--- config.mk ---
export PLATFORM = sky130hd
export DESIGN_NAME = fir_serial_ctrl
export DESIGN_NICKNAME = d
export VERILOG_FILES = /design/src/rtl/fir_serial_ctrl.sv
export SDC_FILE = /design/constraint.sdc
export NUM_CORES = 1
export LEC_CHECK = 0
export BUFFER_PORTS_ARGS = -buffer_cell sky130_fd_sc_hd__buf_2
export CAP_MARGIN = 10
export CORE_MARGIN = 1
export CORE_UTILIZATION = 58
export DETAILED_ROUTE_END_ITERATION = 8
export PLACE_DENSITY_LB_ADDON = 0.15
export SETUP_SLACK_MARGIN = 0.4
export SKIP_CTS_REPAIR_TIMING = 1
export SYNTH_ARGS = -nofsm -noshare
export SYNTH_HDL_FRONTEND = slang
export SYNTH_SLANG_ARGS = --single-unit
--- constraint.sdc ---
create_clock -name clk -period 8.9 [get_ports clk]
set_input_delay 1.78 -clock clk [delete_from_list [all_inputs] [get_ports clk]]
set_output_delay 1.78 -clock clk [all_outputs]
set_load 0.02 [all_outputs]
--- src/rtl/fir_serial_ctrl.sv ---
// fir_serial_ctrl: time-multiplexed symmetric FIR engine.
// One pre-adder, one multiplier and one accumulator are shared across all
// NPAIR coefficient pairs. Each accepted sample is written into a circular
// buffer, and the sequencer then walks the pairs and emits one output.
// Optional macro FIR_COE_WR_EN adds runtime-writable coefficient registers.
// Without it the coefficients are the constant defaults.
module fir_serial_ctrl #(
    parameter  int DW    = 12,
    parameter  int CW    = 12,
    parameter  int TAPS  = 16,
    parameter  int OW    = 29,
    localparam int NPAIR = TAPS / 2,
    localparam int KW    = (NPAIR > 1) ? $clog2(NPAIR) : 1
) (
    input  logic          clk,
    input  logic          rst,
    input  logic          en,
    input  logic [DW-1:0] xin,
    output logic          ready,
`ifdef FIR_COE_WR_EN
    input  logic          coe_we,
    input  logic [KW-1:0] coe_addr,
    input  logic [CW-1:0] coe_wdata,
`endif
    output logic          valid,
    output logic [OW-1:0] yout,
    output logic          ovf
);
    localparam int AW = (TAPS > 1) ? $clog2(TAPS) : 1;
    localparam int PW = DW + 1 + CW;

    typedef enum logic [1:0] {S_IDLE, S_MAC, S_FLUSH, S_OUT} state_t;

    state_t        r_state, w_next;
    logic [DW-1:0] r_buf [TAPS];
    logic [AW-1:0] r_wp;
    logic [KW-1:0] r_k;
    logic [PW-1:0] r_prod;
    logic [OW-1:0] r_acc, r_yout;
    logic          r_valid, r_ovf;

    logic [DW-1:0] w_xa, w_xb;
    logic [DW:0]   w_pair;
    logic [CW-1:0] w_coe;
    logic [PW-1:0] w_prod;

    // Default coefficient table; only defined for the 16-tap filter.
    function automatic logic [CW-1:0] f_def(input logic [31:0] i);
        logic [31:0] v;
        v = 32'd0;
        if (TAPS == 16) begin
            case (i)
                32'd0:   v = 32'd11;
                32'd1:   v = 32'd31;
                32'd2:   v = 32'd63;
                32'd3:   v = 32'd104;
                32'd4:   v = 32'd152;
                32'd5:   v = 32'd198;
                32'd6:   v = 32'd235;
                32'd7:   v = 32'd255;
                default: v = 32'd0;
            endcase
        end
        return CW'(v);
    endfunction

    // Buffer slot holding x[j]. The write pointer already points past the newest sample.
    function automatic logic [AW-1:0] f_idx(input logic [AW-1:0] p, input logic [31:0] j);
        logic [31:0] t;
        t = 32'(p) + 32'(TAPS) - 32'd1 - j;
        if (t >= 32'(TAPS)) t = t - 32'(TAPS);
        return t[AW-1:0];
    endfunction

`ifdef FIR_COE_WR_EN
    logic [CW-1:0] r_coe [NPAIR];

    // Coefficient registers: writable only while idle and no sample is arriving.
    always_ff @(posedge clk) begin
        if (rst) begin
            for (int i = 0; i < NPAIR; i++) r_coe[i] <= f_def(32'(i));
        end else if (coe_we && r_state == S_IDLE && !en) begin
            r_coe[coe_addr] <= coe_wdata;
        end
    end

    assign w_coe = r_coe[r_k];
`else
    assign w_coe = f_def(32'(r_k));
`endif

    // Shared pre-adder and multiplier for pair k.
    always_comb begin
        w_xa   = r_buf[f_idx(r_wp, 32'(r_k))];
        w_xb   = r_buf[f_idx(r_wp, 32'(TAPS - 1) - 32'(r_k))];
        w_pair = {1'b0, w_xa} + {1'b0, w_xb};
        w_prod = PW'(w_coe) * PW'(w_pair);
    end

    // State register.
    always_ff @(posedge clk) begin
        if (rst) r_state <= S_IDLE;
        else     r_state <= w_next;
    end

    // Next state and ready. OUT also accepts a sample, which gives a period of NPAIR+2 under back-pressure.
    always_comb begin
        w_next = r_state;
        ready  = 1'b0;
        case (r_state)
            S_IDLE: begin
                ready = 1'b1;
                if (en) w_next = S_MAC;
            end
            S_MAC: begin
                if (r_k == KW'(NPAIR - 1)) w_next = S_FLUSH;
            end
            S_FLUSH: w_next = S_OUT;
            S_OUT: begin
                ready  = 1'b1;
                w_next = en ? S_MAC : S_IDLE;
            end
            default: w_next = S_IDLE;
        endcase
    end

    // Sample buffer, MAC datapath, output register and sticky overflow.
    always_ff @(posedge clk) begin
        if (rst) begin
            for (int i = 0; i < TAPS; i++) r_buf[i] <= '0;
            r_wp    <= '0;
            r_k     <= '0;
            r_prod  <= '0;
            r_acc   <= '0;
            r_yout  <= '0;
            r_valid <= 1'b0;
            r_ovf   <= 1'b0;
        end else begin
            r_valid <= 1'b0;
            if (en && !ready) r_ovf <= 1'b1;
            case (r_state)
                S_IDLE, S_OUT: begin
                    if (r_state == S_OUT) begin
                        r_yout  <= r_acc;
                        r_valid <= 1'b1;
                    end
                    if (en) begin
                        r_buf[r_wp] <= xin;
                        r_wp        <= (r_wp == AW'(TAPS - 1)) ? '0 : r_wp + 1'b1;
                        r_acc       <= '0;
                        r_k         <= '0;
                    end
                end
                S_MAC: begin
                    r_prod <= w_prod;
                    r_k    <= r_k + 1'b1;
                    if (r_k != '0) r_acc <= r_acc + OW'(r_prod);
                end
                S_FLUSH: r_acc <= r_acc + OW'(r_prod);
                default: ;
            endcase
        end
    end

    assign valid = r_valid;
    assign yout  = r_yout;
    assign ovf   = r_ovf;
endmodule

Yosys cells after proc, flatten, opt, wreduce, memory -nomap -nowiden
Memory sizes are Yosys's and may differ from the RTL's. A register that Yosys moved wholly into a read port is not among the register bits.
Index checks and enable logic that the tools add are counted.
{"block": "word_totals", "ff_bits": 94, "ramBits": 192, "mem_bits_ro": 64, "in_bits": 15, "out_inout_bits": 32, "word_cells": 72, "mem_count": 2}
{"block": "classes", "n_addsub": 11, "n_mul": 1, "magnitude_cmp": 2, "n_eq_ne": 9, "mux": 25, "bitwise_logic": 1, "reduce_logical": 13}
{"name": "r_buf", "words": 16, "width": 12, "rd": 2, "rd_clocked_by_memory_dff": 0, "write_ports": 16, "line": "35", "source": "logic [DW-1:0] r_buf [TAPS];"}
{"name": "(no name shown)", "words": 8, "width": 8, "rd": 1, "rd_clocked_by_memory_dff": 1, "write_ports": 0, "line": "52", "source": "case (i)"}
{"operator": "29-bit one-hot mux with 3 select lines", "n": 1}
{"operator": "32-bit by 5-bit >= comparator with 1-bit output (second input constant)", "n": 2}
{"operator": "29-bit 2-to-1 mux", "n": 2}
{"operator": "32-bit by 3-bit subtractor with 32-bit output", "n": 1}
{"operator": "29-bit by 25-bit adder with 29-bit output", "n": 1}
{"operator": "12-bit by 13-bit multiplier with 25-bit output", "n": 1}
{"operator": "4-bit 2-to-1 mux", "n": 4}
{"operator": "12-bit by 12-bit adder with 13-bit output", "n": 1}
{"operator": "12-bit 2-to-1 mux", "n": 1}
{"operator": "12-bit OR reduction", "n": 1}
{"operator": "1-bit 2-to-1 mux", "n": 10}
{"operator": "2-bit AND reduction", "n": 5}
{"operator": "3-bit 2-to-1 mux", "n": 3}
{"operator": "2-bit one-hot mux with 4 select lines", "n": 1}
{"operator": "4-bit by 1-bit subtractor with 4-bit output (second input constant)", "n": 2}
{"operator": "7-bit by 5-bit subtractor with 8-bit output", "n": 1}
{"operator": "6-bit by 1-bit subtractor with 7-bit output (second input constant)", "n": 1}
{"operator": "4-bit by 5-bit adder with 6-bit output (second input constant)", "n": 1}
{"operator": "2-bit != test (second input constant)", "n": 3}
{"operator": "3-bit one-hot mux with 2 select lines", "n": 1}
{"operator": "4-bit by 3-bit subtractor with 5-bit output (first input constant)", "n": 1}
{"operator": "4-bit by 1-bit adder with 4-bit output (second input constant)", "n": 1}
{"operator": "2-bit equality test (second input constant)", "n": 2}
{"operator": "4-bit equality test (second input constant)", "n": 1}
{"operator": "other kinds (12)", "n": 14}

Logic depth before layout (Yosys ltp)
Gate-level depths: netlist (run 1).
An unclocked memory read counts as a cell.
{"block": "depth", "ltp_word": 8, "mapped_depth": 38, "ltp_nobuf": 35}

Worst setup path before layout (run 1)
Ideal clock, no wire load.
{"block": "synth_path", "path_type": "register -> register", "start": "register r_wp[0]", "end": "register r_prod[15]", "setup_ps": 127, "arrival_time_ps": 8550, "t_required_ps": 8773, "path_slack_ps": 223, "path_stages_with_launch": 29, "n_path_buf": 2, "period_less_slack_ps": 8677, "path_cell_list": "dfxtp_1 -> inv_1 -> ha_1 -> fa_1 -> clkbuf_1 -> clkbuf_1 -> mux4_2 -> mux4_2 -> ha_1 -> or4_1 -> o21ai_0 -> nor2_1 -> xor2_1 -> nand2_1 -> fa_1 -> inv_1 -> fa_1 -> fa_1 -> fa_1 -> inv_1 -> fa_1 -> inv_1 -> ha_1 -> and2_1 -> and3_1 -> a32oi_1 -> o21ai_0 -> nor4bb_1 -> or3_1"}
{"block": "synth_via", "elab_chain_len": 8, "elab_cells_between_ends": 13, "classes_between": "7 x add/sub; 1 x mul; 2 x order compare; 2 x mux; 1 x memory"}
{"item": "start: declaration", "line": "36", "source": "logic [AW-1:0] r_wp;"}
{"item": "start signal: assignment", "line": "149", "source": "r_wp <= (r_wp == AW'(TAPS - 1)) ? '0 : r_wp + 1'b1;"}
{"item": "4-bit by 5-bit adder with 6-bit output *", "line": "70", "source": "t = 32'(p) + 32'(TAPS) - 32'd1 - j;"}
{"item": "6-bit by 1-bit subtractor with 7-bit output *", "line": "70"}
{"item": "32-bit by 3-bit subtractor with 32-bit output / 7-bit by 5-bit subtractor with 8-bit output (equally long branches)", "line": "70"}
{"item": "32-bit by 5-bit >= comparator with 1-bit output / 4-bit by 1-bit subtractor with 4-bit output (equally long branches)", "line": "71", "source": "if (t >= 32'(TAPS)) t = t - 32'(TAPS);"}
{"item": "4-bit 2-to-1 mux", "line": "71"}
{"item": "memory read 16 x 12 bit *"}
{"item": "12-bit by 12-bit adder with 13-bit output *", "line": "96", "source": "w_pair = {1'b0, w_xa} + {1'b0, w_xb};"}
{"item": "12-bit by 13-bit multiplier with 25-bit output *", "line": "97", "source": "w_prod = PW'(w_coe) * PW'(w_pair);"}
{"item": "end signal: assignment", "line": "155", "source": "r_prod <= w_prod;"}
{"item": "end: declaration", "line": "38", "source": "logic [PW-1:0] r_prod;"}
Every way passes the cells marked *; elsewhere a longest branch is shown, timed or not.
A chain may end at the register's enable or synchronous reset.

Worst setup path after layout (run 1)
{"block": "layout_path", "start": "register r_wp[0]", "end": "register r_prod[22]"}
Same word-level chain as after synthesis.

==> qor.txt, run 1 <==
Worst EP arrival: 8.65 ns
status: finished, final reports clean
CP max FO: 16
CTS tree: built
site row count: 67
antenna-violating nets left: 0
highest metal used: met5
Simple-Gate Fraction of Synth Area: 0.159
vias in the first global route: 14.3k
Clk pin slew, worst setup/hold paths: 0.06 ns
area used by multi-input combinational logic: 11700 sq um
CP peak stage delay: 0.67 ns
worst skew pair latency: 0.60 ns
Hold Crit Start: ovf
pre-CTS setup slack: 0.0670 ns
Num CTS Buffers: 31
DR pass1 iterations: 5
Post-Synthesis Cells: 1806
setup_tns: 0 ns
Worst-Margin Slew: 1.04 ns
initial antenna violation count: 2
Synth Area in Compound Gates: 0.0781
first-pass GRT wire length: 77800 microns
Initial Util: 0.594
IO Count: 47
post-synthesis mux area share: 0.165
final hold vios: 0
Synth top area share: 0.287
Final GP Congestion: 0.874
startpoint types: register
Overflow after GRT: 0
Worst R2R Path Depth: 29
flop and latch count out of synthesis: 292
die extent in x: 188 microns
Avg Synthesized Cell Area: 11.1 sq um
post-DR wirelength/cell: 21.8 microns
met2 WL: 25400 microns
main combinational cell family by area after synthesis: multiplexers
start of the worst register-to-register path: r_wp[0]
routed vias/inst: 6.09
largest net degree at the start of global routing: 73
count leader, synth: and2_1
reg2reg setup slack: 0.67 ns
yosys warns: 0
Hold WS: 0.473 ns
core area: 33900 sq um
Root Buffer: clkbuf_16
Tcrit/Tclk final: 0.925
CP max stage cell: fa_2
Tot GR Track Use: 0.286
Cell Area, Synth: 20100 sq um
DP Wirelength: 35600 microns
reg-to-reg endpoint: r_prod[22]
filler instances: 2570
number of inserted diodes: 0
final worst path period need: 8.23 ns
XOR/XNOR Fraction of Synth Area: 0.0161
Synth cell types: 73
Storage cell area: 7770 sq um
nets: 2061
Die Ht: 188 microns
MaxCap Viol Count: 0
Post-synth EDFFs: 192
top cells by area, synth: edfxtp_1 (29%), mux4_2 (12%), dfxtp_1 (9.9%), ha_1 (7.5%), fa_1 (7.1%)
CTS sink cnt: 292
Detailed Route Iter0 Violations: 1155
CP most frequent cell: fa_1
layout cell share with drive strength beyond 1: 0.191
adder-cell area share of the yosys netlist: 0.146
WHS Endpoint: ovf
CP startpoint: r_wp[0]
Worst slew margin: 0.301
area leader, netlist: edfxtp_1
Mapped Nets: 2013
endpoint type of the worst setup path: register
Setup CP Type: register to register
DRC viols: 0
sequential area share after synthesis: 0.386
count of input and output buffers: 46
Routed WL: 50600 microns
Max clock buf depth: 3
Vias: 14.2k
HP Class: register to register
Synth Flop Type: edfxtp_1
metal1 wirelength: 19800 microns
Area growth syn-to-layout: 12.0%
Post-Route Skew: 0.0331 ns
Pins Over Slew Limit: 0
WHS Path Cells: 2
WL met3: 2820 microns
htree depth: 1
RSZ-0062 raised after global routing: false
Setup Viol. Count Final: 0
final worst slack: 0.667 ns
Async SR Flop Fraction: 0
Die ar.: 35400 sq um
commonest cells in the netlist: and2_1 (219), edfxtp_1 (192), inv_1 (147), nand2_1 (124), ha_1 (121)
Data required, critical path: 9.32 ns
fmax: 0.121 GHz
## through the flow
step,cell area (sq um),util,cells
detailed placement,21000,0.620,2242
floorplan,20100,-,1806
CTS,22100,0.652,2299
global route,22500,0.666,2326
finish,22500,0.666,2326
global placement,21000,0.620,2242
## per-layer routing
metal / up-vias / track usage
li1: 6525 / -
met1: 7028 / 0.348
met2: 472 / 0.507
met3: 127 / 0.0356
met4: 2 / 0.134
met5: - / 0
## state kept, by name, indices dropped and copies added (netlist names)
name	count
r_k	3
valid	1
w_coe	8
r_wp	4
ovf	1
r_buf	192
r_state	2
yout	29
r_acc	29
r_prod	23
## worst max-delay path, delay by kind of cell (launching register included)
family	cells	cell delay, ns
flip-flops	1	0.32
adder cells (fa/ha/maj)	10	3.93
multiplexers	2	0.80
buffers and inverters	6	0.59
AND/OR/NAND/NOR	4	1.14
AO/OA/AOI/OAI	7	1.30
## how the worst max path moves through the flow
stage            endpoint  slack (ns)  cells after the start
2_1_floorplan  r_prod[15]        0.50                     33
3_3_place_gp   r_prod[15]        0.29                     30
3_5_place_dp   r_prod[15]        0.07                     30
4_1_cts        r_prod[15]        0.07                     30
5_1_grt        r_prod[15]        0.38                     29
6_report       r_prod[22]        0.67                     29
## cell type report
| class | count | share of cell area |
|---|---|---|
| clock buffers | 43 | 0.0383 |
| clock inverters | 14 | 0.00927 |
| inverters | 148 | 0.0248 |
| multi-input cells | 1258 | 0.517 |
| flip-flops and latches | 292 | 0.345 |
| well taps | 448 | 0.0249 |
| repair buffers | 123 | 0.0412 |
## layout by cell type, fill, tap and decap left out, types with 11 or more instances in the layout
cell type	count
a21o_1	16
a21oi_1	48
a31oi_1	11
and2_1	219
buf_2	45
buf_4	68
clkbuf_16	33
dfxtp_1	98
edfxtp_1	192
fa_1	69
ha_1	106
inv_1	145
mux2i_1	81
mux4_2	108
nand2_1	124
nand2b_1	14
nand3_1	29
nand4_1	13
nor2_1	107
nor3_1	20
o21a_1	12
o21ai_0	32
or2_2	16
xnor2_1	20
xor2_1	12
## logic make-up (layout without fill, tap and decap cells)
group / count (synthesis) / count (layout)
buf+inv: 256 / 328
flops: 292 / 292
compound gates: 225 / 225
xor+xnor: 37 / 37
fa+ha+maj: 192 / 192
simple gates: 608 / 608
mux: 196 / 196
Power of run 1 is not shown: default switching activity piles up to over one toggle a cycle in this logic, so the estimate is an artifact.
==> run 2: changes to the inputs <==
--- a/config.mk
+++ b/config.mk
@@ -11,6 +11,7 @@
 export CORE_UTILIZATION = 58
 export DETAILED_ROUTE_END_ITERATION = 8
 export PLACE_DENSITY_LB_ADDON = 0.15
+export RECOVER_POWER = 25
 export SETUP_SLACK_MARGIN = 0.4
 export SKIP_CTS_REPAIR_TIMING = 1
 export SYNTH_ARGS = -nofsm -noshare
==> qor.txt, run 2 (synthesis gave the netlist of run 1 again) <==
max reg flops: 192 (unchanged)
GR Util met2: 0.507 (unchanged)
Pins Over Slew Limit: 160 (+160)
startpoint types: register
Overflow after GRT: 0 (unchanged)
Post-Route Skew: 0.0316 ns (-0.00153 ns)
status: complete, but fails checks
Tot GR Track Use: 0.286 (unchanged)
layout cell share with drive strength beyond 1: 0.169 (-0.0213)
Worst slew margin: -1.24 (-1.54)
Final GP Congestion: 0.874 (unchanged)
RSZ-0062 raised after global routing: false
endpoint type of the worst setup path: register
Worst-Margin Slew: 3.36 ns (+2.31 ns)
HP Class: register to register
first-pass GRT wire length: 77800 microns (unchanged)
setup_tns: 0 ns (unchanged)
initial antenna violation count: 1 (-1)
CP most frequent cell: fa_1
CTS tree: built
Clk pin slew, worst setup/hold paths: 0.06 ns (about the same)
antenna-violating nets left: 0 (unchanged)
final hold vios: 0 (unchanged)
Most flops, register: r_buf
CP max stage cell: fa_2
Root Buffer: clkbuf_16
failing checks: capacitance limit, slew limit
Max clock buf depth: 3 (unchanged)
CP max FO: 16 (unchanged)
Num CTS Buffers: 31 (unchanged)
Tcrit/Tclk final: 0.939 (+0.0135)
final worst path period need: 8.35 ns (+0.120 ns)
nets: 2061 (unchanged)
Die Ht: 188 microns (unchanged)
Initial Util: 0.594 (unchanged)
largest net degree at the start of global routing: 73 (unchanged)
Vias: 14.1k (-0.035%)
IO Count: 47 (unchanged)
DR pass1 iterations: 5 (unchanged)
dpl cell area: 21000 sq um (unchanged)
die extent in x: 188 microns (unchanged)
Die ar.: 35400 sq um (unchanged)
Data required, critical path: 9.20 ns (-0.12 ns)
post-route cell area: 22500 sq um (-0.32%)
routed vias/inst: 6.08 (about the same)
Detailed Route Iter0 Violations: 1127 (-2.4%)
Setup Viol. Count Final: 0 (unchanged)
worst skew pair latency: 0.60 ns (about the same)
count of input and output buffers: 46 (unchanged)
CTS sink cnt: 292 (unchanged)
vias in the first global route: 14.3k (unchanged)
fmax: 0.120 GHz (-1.4%)
number of inserted diodes: 0 (unchanged)
MaxCap Viol Count: 3 (+3)
post-DR wirelength/cell: 21.8 microns (about the same)
global route hottest layer: met2
Routed WL: 50600 microns (about the same)
CP peak stage delay: 0.67 ns (about the same)
Setup CP Type: register to register
DP Wirelength: 35600 microns (unchanged)
core area: 33900 sq um (unchanged)
DRC viols: 0 (unchanged)
Hold WS: 0.472 ns (-0.000443 ns)
commonest non-fill, non-tap cell in the layout: and2_1
Worst EP arrival: 8.65 ns (about the same)
Core Util, Final: 0.664 (-0.00211)
Area growth syn-to-layout: 11.7%
met3 usage: 0.0356 (unchanged)
htree depth: 1 (unchanged)
most frequent cells in the layout: and2_1 (210), edfxtp_1 (192), inv_1 (145)
global routing usage on met1: 0.348 (unchanged)
site row count: 67 (unchanged)
## run 2: cell types whose count changed in the layout (fill, tap and decap cells not counted)
cell,before,now
and2_0,1,10
and2_1,219,210
buf_2,45,14
buf_4,68,60
clkbuf_1,8,47
ha_1,106,107
ha_2,6,5
o21ai_0,32,33
o21ai_1,8,7
## run 2: area by class of cell
class | instances | area [sq um]
clock inverter | 14 | 209
fill | 2601 | 11400
sequential | 292 | 7770
tap | 448 | 561
clock buffer | 43 | 863
multi-input combinational | 1258 | 11600
inverter | 148 | 559
timing repair buffer | 123 | 860
## run 2: worst paths after layout
path	from	end	slack, ns	depth (start not counted)
hold reg to reg	ovf	ovf	0.47	2
setup reg to reg	r_wp[0]	r_prod[22]	0.55	28
setup / recovery	r_wp[0]	r_prod[22]	0.55	28
hold / removal	ovf	ovf	0.47	2
## run 2: critical path: cells and delay by family, from the launching register on
family	cells	cell delay, ns
compound gates	7	1.30
mux	2	0.82
simple gates	4	1.23
buf+inv	6	0.63
fa+ha+maj	9	3.76
flops	1	0.32
## run 2: metrics by stage
step                      setup WS, ns  std cells
final                            0.546       2326
after global routing             0.259       2326
after CTS                       0.0685       2299
after detailed placement        0.0670       2242
after global placement           0.290       2242
after floorplan                  0.503       1806
## run 2: per-layer routing
metal	wire, microns	vias to the layer above
li1	-	6529
met5	11	-
met1	19900	7008
met4	2510	2
met2	25500	489
met3	2740	121
Power of run 2 is left out for the same reason.
==> run 3: changes to the inputs <==
--- a/config.mk
+++ b/config.mk
@@ -6,9 +6,10 @@
 export NUM_CORES = 1
 export LEC_CHECK = 0
 export BUFFER_PORTS_ARGS = -buffer_cell sky130_fd_sc_hd__buf_2
-export CAP_MARGIN = 10
+export CELL_PAD_IN_SITES_DETAIL_PLACEMENT = 0
+export CELL_PAD_IN_SITES_GLOBAL_PLACEMENT = 1
 export CORE_MARGIN = 1
-export CORE_UTILIZATION = 58
+export CORE_UTILIZATION = 47
 export DETAILED_ROUTE_END_ITERATION = 8
 export PLACE_DENSITY_LB_ADDON = 0.15
 export RECOVER_POWER = 25
==> qor.txt, run 3 (synthesis gave the netlist of run 1 again) <==
met3 usage: 0.0332 (-0.00236)
global route hottest layer: met2
CP peak stage delay: 0.56 ns (-0.11 ns)
Vias: 14.0k (-1.1%)
Area growth syn-to-layout: 12.8%
global routing usage on met1: 0.299 (-0.0483)
Worst-Margin Slew: 3.33 ns (-0.0273 ns)
filler instances: 3743 (+44%)
Final GP Congestion: 0.853 (-2.4%)
setup_tns: 0 ns (unchanged)
Clk pin slew, worst setup/hold paths: 0.06 ns (about the same)
Tcrit/Tclk final: 0.945 (+0.00633)
Post-Route Skew: 0.0312 ns (-0.000424 ns)
Most flops, register: r_buf
MaxCap Viol Count: 2 (-1)
Worst EP arrival: 8.84 ns (+0.19 ns)
final worst path period need: 8.41 ns (+0.0563 ns)
CTS tree: built
CP most frequent cell: fa_1
endpoint type of the worst setup path: register
DRC viols: 0 (unchanged)
DP Wirelength: 37700 microns (+5.8%)
Detailed Route Iter0 Violations: 1013 (-10%)
GR Util met2: 0.429 (-0.0778)
placed insts: 2338 (+4.3%)
fmax: 0.119 GHz (-0.67%)
Worst slew margin: -1.22 (+0.0182)
status: complete, but fails checks
number of inserted diodes: 0 (unchanged)
WHS Endpoint: r_acc[16]
final hold vios: 0 (unchanged)
layout cell share with drive strength beyond 1: 0.176 (+0.00673)
Storage cell area: 7770 sq um (about the same)
Root Buffer: clkbuf_16
htree depth: 2 (+1)
startpoint types: register
most frequent cells in the layout: and2_1 (203), edfxtp_1 (192), inv_1 (145)
DR pass1 iterations: 5 (unchanged)
antenna-violating nets left: 0 (unchanged)
first-pass GRT wire length: 80900 microns (+3.9%)
Hold Crit Start: r_acc[16]
routed vias/inst: 5.78 (-4.9%)
failing checks: capacitance limit, slew limit
CP max stage cell: fa_2
CTS sink cnt: 292 (unchanged)
Die Ht: 209 microns (+11%)
worst skew pair latency: 0.56 ns (-0.04 ns)
Overflow after GRT: 0 (unchanged)
Initial Util: 0.479 (-0.115)
HP Class: register to register
Setup CP Type: register to register
Routed WL: 52000 microns (+2.8%)
site row count: 75 (+12%)
area used by multi-input combinational logic: 11700 sq um (+0.64%)
WHS Path Cells: 2 (unchanged)
Die ar.: 43600 sq um (+23%)
count of input and output buffers: 46 (unchanged)
commonest non-fill, non-tap cell in the layout: and2_1
largest net degree at the start of global routing: 69 (-5.5%)
reg2reg setup slack: 0.49 ns (-0.06 ns)
Num CTS Buffers: 35 (+13%)
Data required, critical path: 9.33 ns (+0.13 ns)
Final Non-Filler Cells: 2419 (+4.0%)
core area: 42000 sq um (+24%)
Setup Viol. Count Final: 0 (unchanged)
Pins Over Slew Limit: 110 (-31%)
vias in the first global route: 14.3k (-0.0070%)
Worst R2R Path Depth: 30 (+7.1%)
initial antenna violation count: 1 (unchanged)
IO Count: 47 (unchanged)
die extent in x: 209 microns (+11%)
post-DR wirelength/cell: 21.5 microns (-1.2%)
CP max FO: 19 (+3)
Max clock buf depth: 3 (unchanged)
Tot GR Track Use: 0.242 (-0.0446)
RSZ-0062 raised after global routing: true
nets: 2062 (+0.049%)
start of the worst register-to-register path: r_wp[1]
max reg flops: 192 (unchanged)
reg-to-reg endpoint: r_prod[20]
## run 3: cell count changes in the layout (fill, tap and decap cells not counted), moves of 3 or more
cell	before	now
clkbuf_16	33	38
and2_0	10	17
ha_2	5	8
and2_1	210	203
buf_4	60	53
clkinv_1	3	6
bufinv_16	5	0
ha_1	107	104
## run 3: layout make-up
type,count,area share
clock buffers,46,0.0419
clock inverters,16,0.00518
inverters,148,0.0245
multi-input cells,1258,0.517
flip-flops and latches,292,0.342
well taps,539,0.0297
repair buffers,120,0.0396
## run 3: how the worst max path moves through the flow
stage	start	to	slack [ns]	cells after the start
2_1_floorplan	r_wp[0]	r_prod[15]	0.50	33
6_report	r_wp[1]	r_prod[20]	0.49	30
3_5_place_dp	r_wp[1]	r_prod[22]	0.09	30
3_3_place_gp	r_wp[1]	r_prod[22]	0.14	30
5_1_grt	r_wp[1]	r_prod[22]	0.22	31
4_1_cts	r_wp[1]	r_prod[22]	0.05	30
## run 3: per-stage QoR
step / hold WS (ns) / area [sq um] / worst slack [ns] / util
after floorplan: 0.444 / 20100 / 0.503 / -
final: 0.479 / 22700 / 0.490 / 0.540
after global placement: 0.463 / 21200 / 0.137 / 0.503
after detailed placement: 0.472 / 21200 / 0.0908 / 0.503
after global routing: 0.510 / 22700 / 0.217 / 0.540
after CTS: 0.481 / 22200 / 0.0487 / 0.529
## run 3: critical path: cells and delay by family (launching register included)
family / cells / cell delay (ns)
multiplexers: 2 / 0.91
buffers and inverters: 8 / 0.91
AO/OA/AOI/OAI: 5 / 1.28
flip-flops: 1 / 0.36
adder cells (fa/ha/maj): 9 / 3.79
AND/OR/NAND/NOR: 6 / 0.96
## run 3: per-layer routing
metal	share of wire	routed length (microns)	up-vias
met5	0.00025	13	-
met1	0.42	21800	7023
li1	-	-	6532
met2	0.50	26200	352
met4	0.033	1690	2
met3	0.045	2360	82
Power of run 3 is left out for the same reason.
